--- src/rtl/pattern_err_monitor_pkg.sv ---
// Shared definitions for the exhaustive pattern error monitor:
// the sweep FSM states and the Hamming-distance width helper.
`timescale 1ns/1ps
package pattern_err_monitor_pkg;

  typedef enum logic [1:0] {
    IDLE  = 2'd0,
    SWEEP = 2'd1,
    DONE  = 2'd2
  } state_t;

  // Bits needed to hold a Hamming distance in the range 0..num_out.
  function automatic int hd_width(input int num_out);
    return $clog2(num_out + 1);
  endfunction

endpackage

--- src/rtl/pattern_err_monitor_popcount.sv ---
// Purely combinational population count of a mismatch vector.
`timescale 1ns/1ps
module popcount_tree #(
  parameter int WIDTH = 26,
  parameter int HDW   = 5
) (
  input  logic [WIDTH-1:0] d,
  output logic [HDW-1:0]   count
);

  // Sum of set bits; synthesis rebalances the adder chain into a tree.
  always_comb begin
    count = '0;
    for (int i = 0; i < WIDTH; i++) begin
      count = count + HDW'(d[i]);
    end
  end

endmodule

--- src/rtl/pattern_err_monitor.sv ---
// Drives every input pattern once to an exact and an approximate copy of a
// control circuit and accumulates error statistics over the whole sweep.
`timescale 1ns/1ps
module pattern_err_monitor
  import pattern_err_monitor_pkg::*;
#(
  parameter int NUM_IN  = 7,
  parameter int NUM_OUT = 26,
  localparam int HDW    = hd_width(NUM_OUT)
) (
  input  logic                  clk,
  input  logic                  rst_n,
  input  logic                  start_i,
  input  logic                  abort_i,
  output logic [NUM_IN-1:0]     pi_o,
  input  logic [NUM_OUT-1:0]    po_exact_i,
  input  logic [NUM_OUT-1:0]    po_approx_i,
  output logic                  busy_o,
  output logic                  done_o,
  output logic [NUM_IN:0]       err_count_o,
  output logic [NUM_IN+HDW-1:0] bit_err_total_o,
  output logic [HDW-1:0]        max_hd_o,
  output logic [NUM_OUT-1:0]    err_mask_o
);

  localparam int CW = NUM_IN + 1;
  localparam int TW = NUM_IN + HDW;

  state_t              state_reg, state_next;
  logic [NUM_IN-1:0]   pi_reg, pi_next;
  logic [CW-1:0]       err_count_reg, err_count_next;
  logic [TW-1:0]       bit_err_total_reg, bit_err_total_next;
  logic [HDW-1:0]      max_hd_reg, max_hd_next;
  logic [NUM_OUT-1:0]  err_mask_reg, err_mask_next;

  logic [NUM_OUT-1:0]  diff;
  logic [HDW-1:0]      hd;

  assign diff = po_exact_i ^ po_approx_i;

  popcount_tree #(
    .WIDTH (NUM_OUT),
    .HDW   (HDW)
  ) u_popcount (
    .d     (diff),
    .count (hd)
  );

  // State and accumulator registers; reset clears everything.
  always_ff @(posedge clk) begin
    if (!rst_n) begin
      state_reg         <= IDLE;
      pi_reg            <= '0;
      err_count_reg     <= '0;
      bit_err_total_reg <= '0;
      max_hd_reg        <= '0;
      err_mask_reg      <= '0;
    end else begin
      state_reg         <= state_next;
      pi_reg            <= pi_next;
      err_count_reg     <= err_count_next;
      bit_err_total_reg <= bit_err_total_next;
      max_hd_reg        <= max_hd_next;
      err_mask_reg      <= err_mask_next;
    end
  end

  // Next state and next accumulator values; everything holds by default.
  always_comb begin
    state_next         = state_reg;
    pi_next            = pi_reg;
    err_count_next     = err_count_reg;
    bit_err_total_next = bit_err_total_reg;
    max_hd_next        = max_hd_reg;
    err_mask_next      = err_mask_reg;

    unique case (state_reg)
      IDLE: begin
        if (start_i) begin
          state_next         = SWEEP;
          pi_next            = '0;
          err_count_next     = '0;
          bit_err_total_next = '0;
          max_hd_next        = '0;
          err_mask_next      = '0;
        end
      end
      SWEEP: begin
        if (abort_i) begin
          state_next         = IDLE;
          pi_next            = '0;
          err_count_next     = '0;
          bit_err_total_next = '0;
          max_hd_next        = '0;
          err_mask_next      = '0;
        end else begin
          // start_i is deliberately ignored while sweeping.
          err_count_next     = err_count_reg + CW'(|diff);
          bit_err_total_next = bit_err_total_reg + TW'(hd);
          max_hd_next        = (hd > max_hd_reg) ? hd : max_hd_reg;
          err_mask_next      = err_mask_reg | diff;
          // Last pattern wraps pi back to zero naturally.
          pi_next            = pi_reg + NUM_IN'(1);
          if (pi_reg == {NUM_IN{1'b1}}) begin
            state_next = DONE;
          end
        end
      end
      DONE: begin
        if (abort_i) begin
          state_next         = IDLE;
          pi_next            = '0;
          err_count_next     = '0;
          bit_err_total_next = '0;
          max_hd_next        = '0;
          err_mask_next      = '0;
        end else if (start_i) begin
          state_next         = SWEEP;
          pi_next            = '0;
          err_count_next     = '0;
          bit_err_total_next = '0;
          max_hd_next        = '0;
          err_mask_next      = '0;
        end
      end
      default: begin
        state_next = IDLE;
      end
    endcase
  end

  assign pi_o            = pi_reg;
  assign busy_o          = (state_reg == SWEEP);
  assign done_o          = (state_reg == DONE);
  assign err_count_o     = err_count_reg;
  assign bit_err_total_o = bit_err_total_reg;
  assign max_hd_o        = max_hd_reg;
  assign err_mask_o      = err_mask_reg;

endmodule

--- config.mk ---
export PLATFORM = sky130hd
export DESIGN_NAME = pattern_err_monitor
export DESIGN_NICKNAME = d
export VERILOG_FILES = /design/src/rtl/pattern_err_monitor_pkg.sv /design/src/rtl/pattern_err_monitor_popcount.sv /design/src/rtl/pattern_err_monitor.sv
export SDC_FILE = /design/constraint.sdc
export NUM_CORES = 1
export LEC_CHECK = 0
export CAP_MARGIN = 10
export CORE_MARGIN = 4
export CORE_UTILIZATION = 45
export CTS_CLUSTER_DIAMETER = 30
export DETAILED_ROUTE_END_ITERATION = 8
export PLACE_DENSITY = 0.82
export SLEW_MARGIN = 0
export SYNTH_ARGS = -nofsm -noshare
export SYNTH_HDL_FRONTEND = slang
export SYNTH_SLANG_ARGS = --single-unit
--- constraint.sdc ---
create_clock -name clk -period 8.2 [get_ports clk]
set_clock_uncertainty 0.1 [all_clocks]
set_input_delay 1.64 -clock clk [delete_from_list [all_inputs] [get_ports clk]]
set_output_delay 1.64 -clock clk [all_outputs]
set_load 0.02 [all_outputs]
==> results of run 1 <==
layer usage:
| layer | up-vias | wire length (um) |
|---|---|---|
| met5 | - | 0 |
| met3 | 18 | 1010 |
| met2 | 159 | 5060 |
| li1 | 1665 | - |
| met1 | 1661 | 3920 |
| met4 | 0 | 156 |
cell usage in the layout, fill, tap and decap left out, types with 3 or more instances in the layout:
cell type,instances
clkdlybuf4s50_1,115
dfxtp_1,60
inv_1,38
nor2_1,34
nand2_1,27
ha_1,25
o21ai_1,21
nor2b_1,20
fa_1,20
a21oi_1,18
a22oi_1,15
xnor2_1,14
xor2_1,13
nand3_1,11
and3_1,10
clkbuf_8,10
a21boi_1,8
a22o_1,7
o21ai_0,7
nand3b_1,7
a31oi_1,5
a21o_1,4
nor4_1,3
nand4_1,3
or4_1,3
o211ai_1,3
clkinv_2,3
buf_4,3
through the flow:
step | total power [mW] | hold slack [ps] | std cells | util, % | cell area, sq um
after floorplan | 1.44 | 422 | 419 | - | 3740
after global placement | 1.67 | 337 | 628 | 61.1 | 4990
after detailed placement | 1.78 | 343 | 628 | 61.1 | 4990
after CTS | 2.03 | 353 | 644 | 63.2 | 5170
after global routing | 2.22 | 367 | 644 | 63.2 | 5170
final | 2.03 | 349 | 644 | 63.2 | 5170
final cells by class:
type / instances / area [sq um] / area share (%)
Clock inverter: 6 / 38.8 / 0.750
Tap cell: 105 / 131 / 2.54
Clock buffer: 10 / 138 / 2.66
Multi-Input combinational cell: 305 / 2340 / 45.2
Sequential cell: 60 / 1200 / 23.2
Timing Repair Buffer: 118 / 1170 / 22.7
Inverter: 40 / 150 / 2.90
power by group through the flow:
stage,clock [mW],combinational (mW),sequential (mW)
floorplan,0,1.12,0.320
global placement,0,1.36,0.313
detailed placement,0,1.46,0.314
CTS,0.248,1.47,0.307
global route,0.262,1.65,0.308
finish,0.244,1.48,0.307
logic make-up (layout without fill, tap and decap cells):
kind of cell    Yosys count  in the layout
compound gates          103            103
xor+xnor                 30             30
fa+ha+maj                45             45
buf+inv                  54            174
flops                    60             60
simple gates            127            127
cell usage after synthesis (8+ instances only):
master / count / area [sq um]
o21ai_1: 21 / 105
nand3_1: 11 / 55.1
a22oi_1: 15 / 113
nor2b_1: 20 / 125
a21boi_1: 8 / 60.1
dfxtp_1: 60 / 1200
inv_1: 38 / 143
xor2_1: 13 / 114
xnor2_1: 14 / 123
and3_1: 10 / 62.6
fa_1: 20 / 400
ha_1: 25 / 313
clkbuf_1: 11 / 41.3
a21oi_1: 18 / 90.1
nand2_1: 27 / 101
nor2_1: 34 / 128
how the worst max path moves through the flow:
stage	slack, ps	startpoint	end	cells after the start
CTS	560	po_approx_i[1]	bit_err_total_o[7]$_SDFFE_PN0P_	19
detailed placement	200	po_approx_i[1]	bit_err_total_o[7]$_SDFFE_PN0P_	19
global route	220	po_approx_i[1]	bit_err_total_o[7]$_SDFFE_PN0P_	19
floorplan	1000	po_approx_i[1]	bit_err_total_o[7]$_SDFFE_PN0P_	18
finish	580	po_approx_i[1]	bit_err_total_o[7]$_SDFFE_PN0P_	19
global placement	380	po_approx_i[1]	bit_err_total_o[7]$_SDFFE_PN0P_	19
worst register-to-register path, stage by stage, from the launching register on:
cell	delay (ps)
dfxtp_1	390
inv_1	90
ha_1	450
and4bb_1	230
buf_4	270
nand2_2	300
or4_1	580
nand3_1	90
==> summary.txt, run 1 <==
Synth
  • Post-synthesis instance total: 419
  • Main combinational cell family by area after synthesis: adder cells
  • Post-Synth Adder-Cell Area: 19.0%
  • Avg Synthesized Cell Area: 8.94 sq um
  • Multiplexer share of the synthesized area: 0%
  • Ys Warns: 0
  • Synth Register Bits: 60
  • Seq/Total Area, Yosys: 32.1%
  • Ys async rst share: 0%
  • Complex-gate fraction of the synthesized area: 18.0%
  • Post-Syn Area: 3740 sq um
  • Main flop type after synthesis: dfxtp_1
  • Post-synthesis xor/xnor area fraction: 7.92%
  • EDFF count, synth: 0
  • Synth unique cells: 49
  • Syn_nets: 520
  • Simple-gate area share of the yosys netlist: 17.4%

CTS
  • CTS sink cnt: 60
  • TritonCTS clock tree: done
  • CTS Hold Bufs: 0
  • CTS resizes: 0
  • TritonCTS Buffers: 9
  • H-tree Lvls: 3
  • Clock slew at reported path FFs: 70 ps
  • Deepest clock path buffer count: 2
  • CTS Root Cell: clkbuf_8
  • Worst-Skew Late Latency: 340 ps
  • Setup Fix Bufs, Post-CTS: 0

Layout
  • Final #Nets: 635
  • # diodes: 0
  • Filler cells: 687
  • P&R area growth vs syn: 38.1%
  • Share of cells above drive strength 1: 4.82%
  • Number of flip-flops in the largest register: 26

Global route
  • Met1 Use GR: 24.4%
  • Gr ovfl total: 0
  • M2 GR Usage: 36.4%
  • Global routing usage on met3: 6.38%
  • Overall Global Routing Usage: 21.1%
  • Initial antenna violation count: 0
  • Largest net degree at the start of global routing: 38
  • Busiest metal layer after global routing: met2
  • First-pass GRT wire length: 16.6 mm
  • Vias in the first global route: 3501

Critical path
  • Worst-path cell chain: clkdlybuf4s50_1 -> xnor2_1 -> inv_1 -> ha_1 -> fa_1 -> fa_1 -> fa_1 -> fa_1 -> inv_1 -> fa_1 -> fa_1 -> inv_1 -> fa_1 -> ha_1 -> a211oi_1 -> o21bai_1 -> a21oi_2 -> nor4_1 -> or3_1
  • Startpoint types: primary input
  • CP peak stage delay: 540 ps
  • CP delay by family, top: adder cells
  • Critical path buffer and inverter count: 4
  • R2r setup slk: 5630 ps
  • CP required: 8330 ps
  • Worst R2R End: bit_err_total_o[9]$_SDFFE_PN0P_
  • Crit path top cell by count: fa_1
  • Worst Setup End Kind: flip-flop
  • Critical-path top delay cell: fa_1
  • Max FO, Critical Path: 8
  • Reg-to-Reg Start: state_reg[0]$_SDFFE_PN0P_
  • R2r worst-path depth: 7
  • Arr. time, crit path: 7740 ps
  • Crit path kind: in -> reg

STA
  • Setup violations, final: 0
  • Final TNS setup: 0 ps
  • Tcrit/Tclk final: 92.9%
  • Final worst slack: 584 ps
  • Slew Limit Headroom: 44.7%
  • Hold Vio Cnt, Final: 0
  • RSZ-0062 raised after global routing: no
  • Least-Margin Pin Slew: 829 ps
  • Tmin final: 7620 ps
  • Fmax: 0.131 GHz
  • Slew Viols, Final: 0

Min path
  • Hold Crit Depth: 2
  • Hold Crit Class: reg -> reg
  • Hold endpoint: err_mask_o[4]$_SDFFE_PN0P_
  • HP Start: err_mask_o[4]$_SDFFE_PN0P_

Power
  • Leakage: 2.06 nW
  • Switch Pwr: 0.954 mW
  • Comb power frac: 72.8%
  • Pwr Density: 392 nW/um^2
  • P_int: 1.07 mW
  • Sw Share: 47.1%
  • Clock power frac: 12.1%
  • Reg power frac: 15.1%
  • Peak VDD IR: 0.335 mV

Floorplan
  • # rows: 33
  • Chip height: 99.2 um
  • Top Ports: 116
  • Initial core utilization: 45.8%
  • DIE WIDTH: 99.2 um
  • Die area: 9850 sq um
  • Core Area: 8180 sq um

Detailed routing
  • Final wirelength: 10.1 mm
  • Residual DRC: 0
  • First drt pass iteration count: 5
  • Initial DRC count: 145
  • Routed Antenna Nets: 0
  • Detailed-route via count: 3503
  • Routed wire per std cell: 15.8 um
  • Number of vias per cell: 5.44

Status
  • Outcome: finished, final reports clean

Placed design
  • Pre-CTS WS: 200 ps
  • GPL Wtd Cong: 0.845
  • DP HPWL: 7.95 mm
  • Port buffer count: 115

Flow run
  • MaxCap Viol Count: 0
No activity file was read; power rests on OpenSTA's default activity.
==> run 2: changes to the inputs <==
Settings changed: RECOVER_POWER set to 25, SETUP_SLACK_MARGIN set to 0.3.
==> summary.txt, run 2 (synthesized netlist as in run 1, its figures left out) <==
Critical path
  • Arr. time, crit path: 7750 ps (about the same)
  • Max FO, Critical Path: 5 (-3)
  • Critical-path top delay cell: fa_1
  • CP peak stage delay: 540 ps (about the same)
  • CP required: 8390 ps (+60 ps)
  • Worst-path cell chain: clkdlybuf4s50_1 -> xnor2_2 -> inv_1 -> ha_1 -> fa_1 -> fa_1 -> fa_1 -> fa_1 -> inv_1 -> fa_1 -> fa_1 -> inv_1 -> fa_1 -> ha_1 -> a211oi_1 -> o21bai_1 -> a21oi_2 -> buf_4 -> or4_1 -> nand3_1
  • CP delay by family, top: adder cells
  • Crit path top cell by count: fa_1
  • Crit path kind: in -> reg
  • Critical path buffer and inverter count: 5 (+1)
  • Startpoint types: primary input
  • Worst Setup End Kind: flip-flop

STA
  • Slew Viols, Final: 0 (unchanged)
  • Hold Vio Cnt, Final: 0 (unchanged)
  • RSZ-0062 raised after global routing: no
  • Tmin final: 7560 ps (-54.3 ps)
  • Fmax: 0.132 GHz (+0.72%)
  • Slew Limit Headroom: 44.2% (-0.53 points)
  • Setup violations, final: 0 (unchanged)
  • Tcrit/Tclk final: 92.2% (-0.66 points)
  • Least-Margin Pin Slew: 837 ps (+7.95 ps)
  • Final TNS setup: 0 ps (unchanged)

Layout
  • Filler cells: 687 (unchanged)
  • Sequential cell area: 1200 sq um (unchanged)
  • # diodes: 0 (unchanged)
  • Commonest non-fill, non-tap cell in the layout: clkdlybuf4s50_1
  • Final #Nets: 636 (+0.16%)
  • Footprint of the multi-input gates: 2350 sq um (+0.70%)
  • Share of cells above drive strength 1: 5.56% (+0.73 points)
  • P&R area growth vs syn: 38.7%
  • Number of flip-flops in the largest register: 26 (unchanged)
  • Post-layout util: 63.5% (+0.29 points)
  • Most frequent cells in the layout: clkdlybuf4s50_1 (86), dfxtp_1 (60), inv_1 (38), nor2_1 (34), dlygate4sd3_1 (29)

Floorplan
  • Initial core utilization: 45.8% (unchanged)
  • Top Ports: 116 (unchanged)
  • DIE WIDTH: 99.2 um (unchanged)
  • # rows: 33 (unchanged)
  • Chip height: 99.2 um (unchanged)
  • Core Area: 8180 sq um (unchanged)
  • Die area: 9850 sq um (unchanged)

Detailed routing
  • Final wirelength: 10.1 mm (-0.25%)
  • Initial DRC count: 120 (-17%)
  • Routed wire per std cell: 15.7 um (-0.40%)
  • Residual DRC: 0 (unchanged)
  • First drt pass iteration count: 4 (-1)
  • Routed Antenna Nets: 0 (unchanged)
  • Number of vias per cell: 5.42 (-0.33%)
  • Detailed-route via count: 3497 (-0.17%)

Placed design
  • Port buffer count: 115 (unchanged)
  • DP HPWL: 7.95 mm (unchanged)
  • GPL Wtd Cong: 0.845 (unchanged)

CTS
  • H-tree Lvls: 3 (unchanged)
  • TritonCTS clock tree: done
  • Worst-Skew Late Latency: 350 ps (about the same)
  • TritonCTS Buffers: 9 (unchanged)
  • CTS Root Cell: clkbuf_8
  • Deepest clock path buffer count: 2 (unchanged)
  • CTS Hold Bufs: 0 (unchanged)
  • CTS sink cnt: 60 (unchanged)
  • Clock slew at reported path FFs: 70 ps (about the same)

Power
  • Leakage: 2.18 nW (+5.4%)
  • Pwr Density: 399 nW/um^2 (+1.9%)
  • Peak VDD IR: 0.337 mV (+0.66%)

Global route
  • Largest net degree at the start of global routing: 38 (unchanged)
  • Gr ovfl total: 0 (unchanged)
  • Initial antenna violation count: 0 (unchanged)
  • Vias in the first global route: 3501 (unchanged)
  • First-pass GRT wire length: 16.6 mm (unchanged)
  • Overall Global Routing Usage: 21.1% (unchanged)

Status
  • Outcome: finished, final reports clean

Min path
  • Hold Crit Class: reg -> reg

Flow run
  • MaxCap Viol Count: 0 (unchanged)
-- run 2: final cells by class --
type                    count  share of cell area, %
inverters                  40                   2.89
flip-flops and latches     60                   23.1
multi-input cells         305                   45.3
clock buffers              10                   2.65
clock inverters             6                  0.747
well taps                 105                   2.53
repair buffers            119                   22.7
-- run 2: stage by stage --
stage	hold slack, ps	cells	setup WS, ps	total power, mW	cell area (sq um)
after floorplan	422	419	1000	1.44	3740
after global placement	337	628	375	1.67	4990
after detailed placement	343	628	200	1.78	4990
after CTS	353	644	563	2.03	5170
after global routing	364	645	337	2.28	5190
final	347	645	639	2.07	5190
-- run 2: worst min-delay path, delay by kind of cell, from the launching register on --
family,cells,cell delay (ps)
simple gates,1,50
flops,1,310
compound gates,1,50
-- run 2: repair_timing --
action / 4_1_cts / 5_1_grt
setup endpoints to repair: 0 / 7
gates resized for setup: 0 / 3
setup buffers: 0 / 1
-- run 2: worst paths after layout --
check                           slack (ps)  depth (start not counted)                              end                         from
worst min-delay path                   350                          2      err_mask_o[14]$_SDFFE_PN0P_  err_mask_o[14]$_SDFFE_PN0P_
worst min register to register         350                          2      err_mask_o[14]$_SDFFE_PN0P_  err_mask_o[14]$_SDFFE_PN0P_
worst max register to register        5590                          6       err_mask_o[2]$_SDFFE_PN0P_    state_reg[0]$_SDFFE_PN0P_
worst max-delay path                   640                         20  bit_err_total_o[9]$_SDFFE_PN0P_               po_approx_i[1]
-- run 2: power by group --
part / switching (mW) / leakage (nW) / internal [mW]
sequential: 0.00777 / 0.484 / 0.299
combinational: 0.846 / 1.60 / 0.676
clock: 0.128 / 0.0885 / 0.117
-- run 2: metal layers --
metal	part of all wire (%)	routed length [um]	track usage (%)
met1	39	3940	24.4
met2	49	5000	36.4
met3	10	1030	6.38
met4	1.4	140	8.19
met5	0	0	0
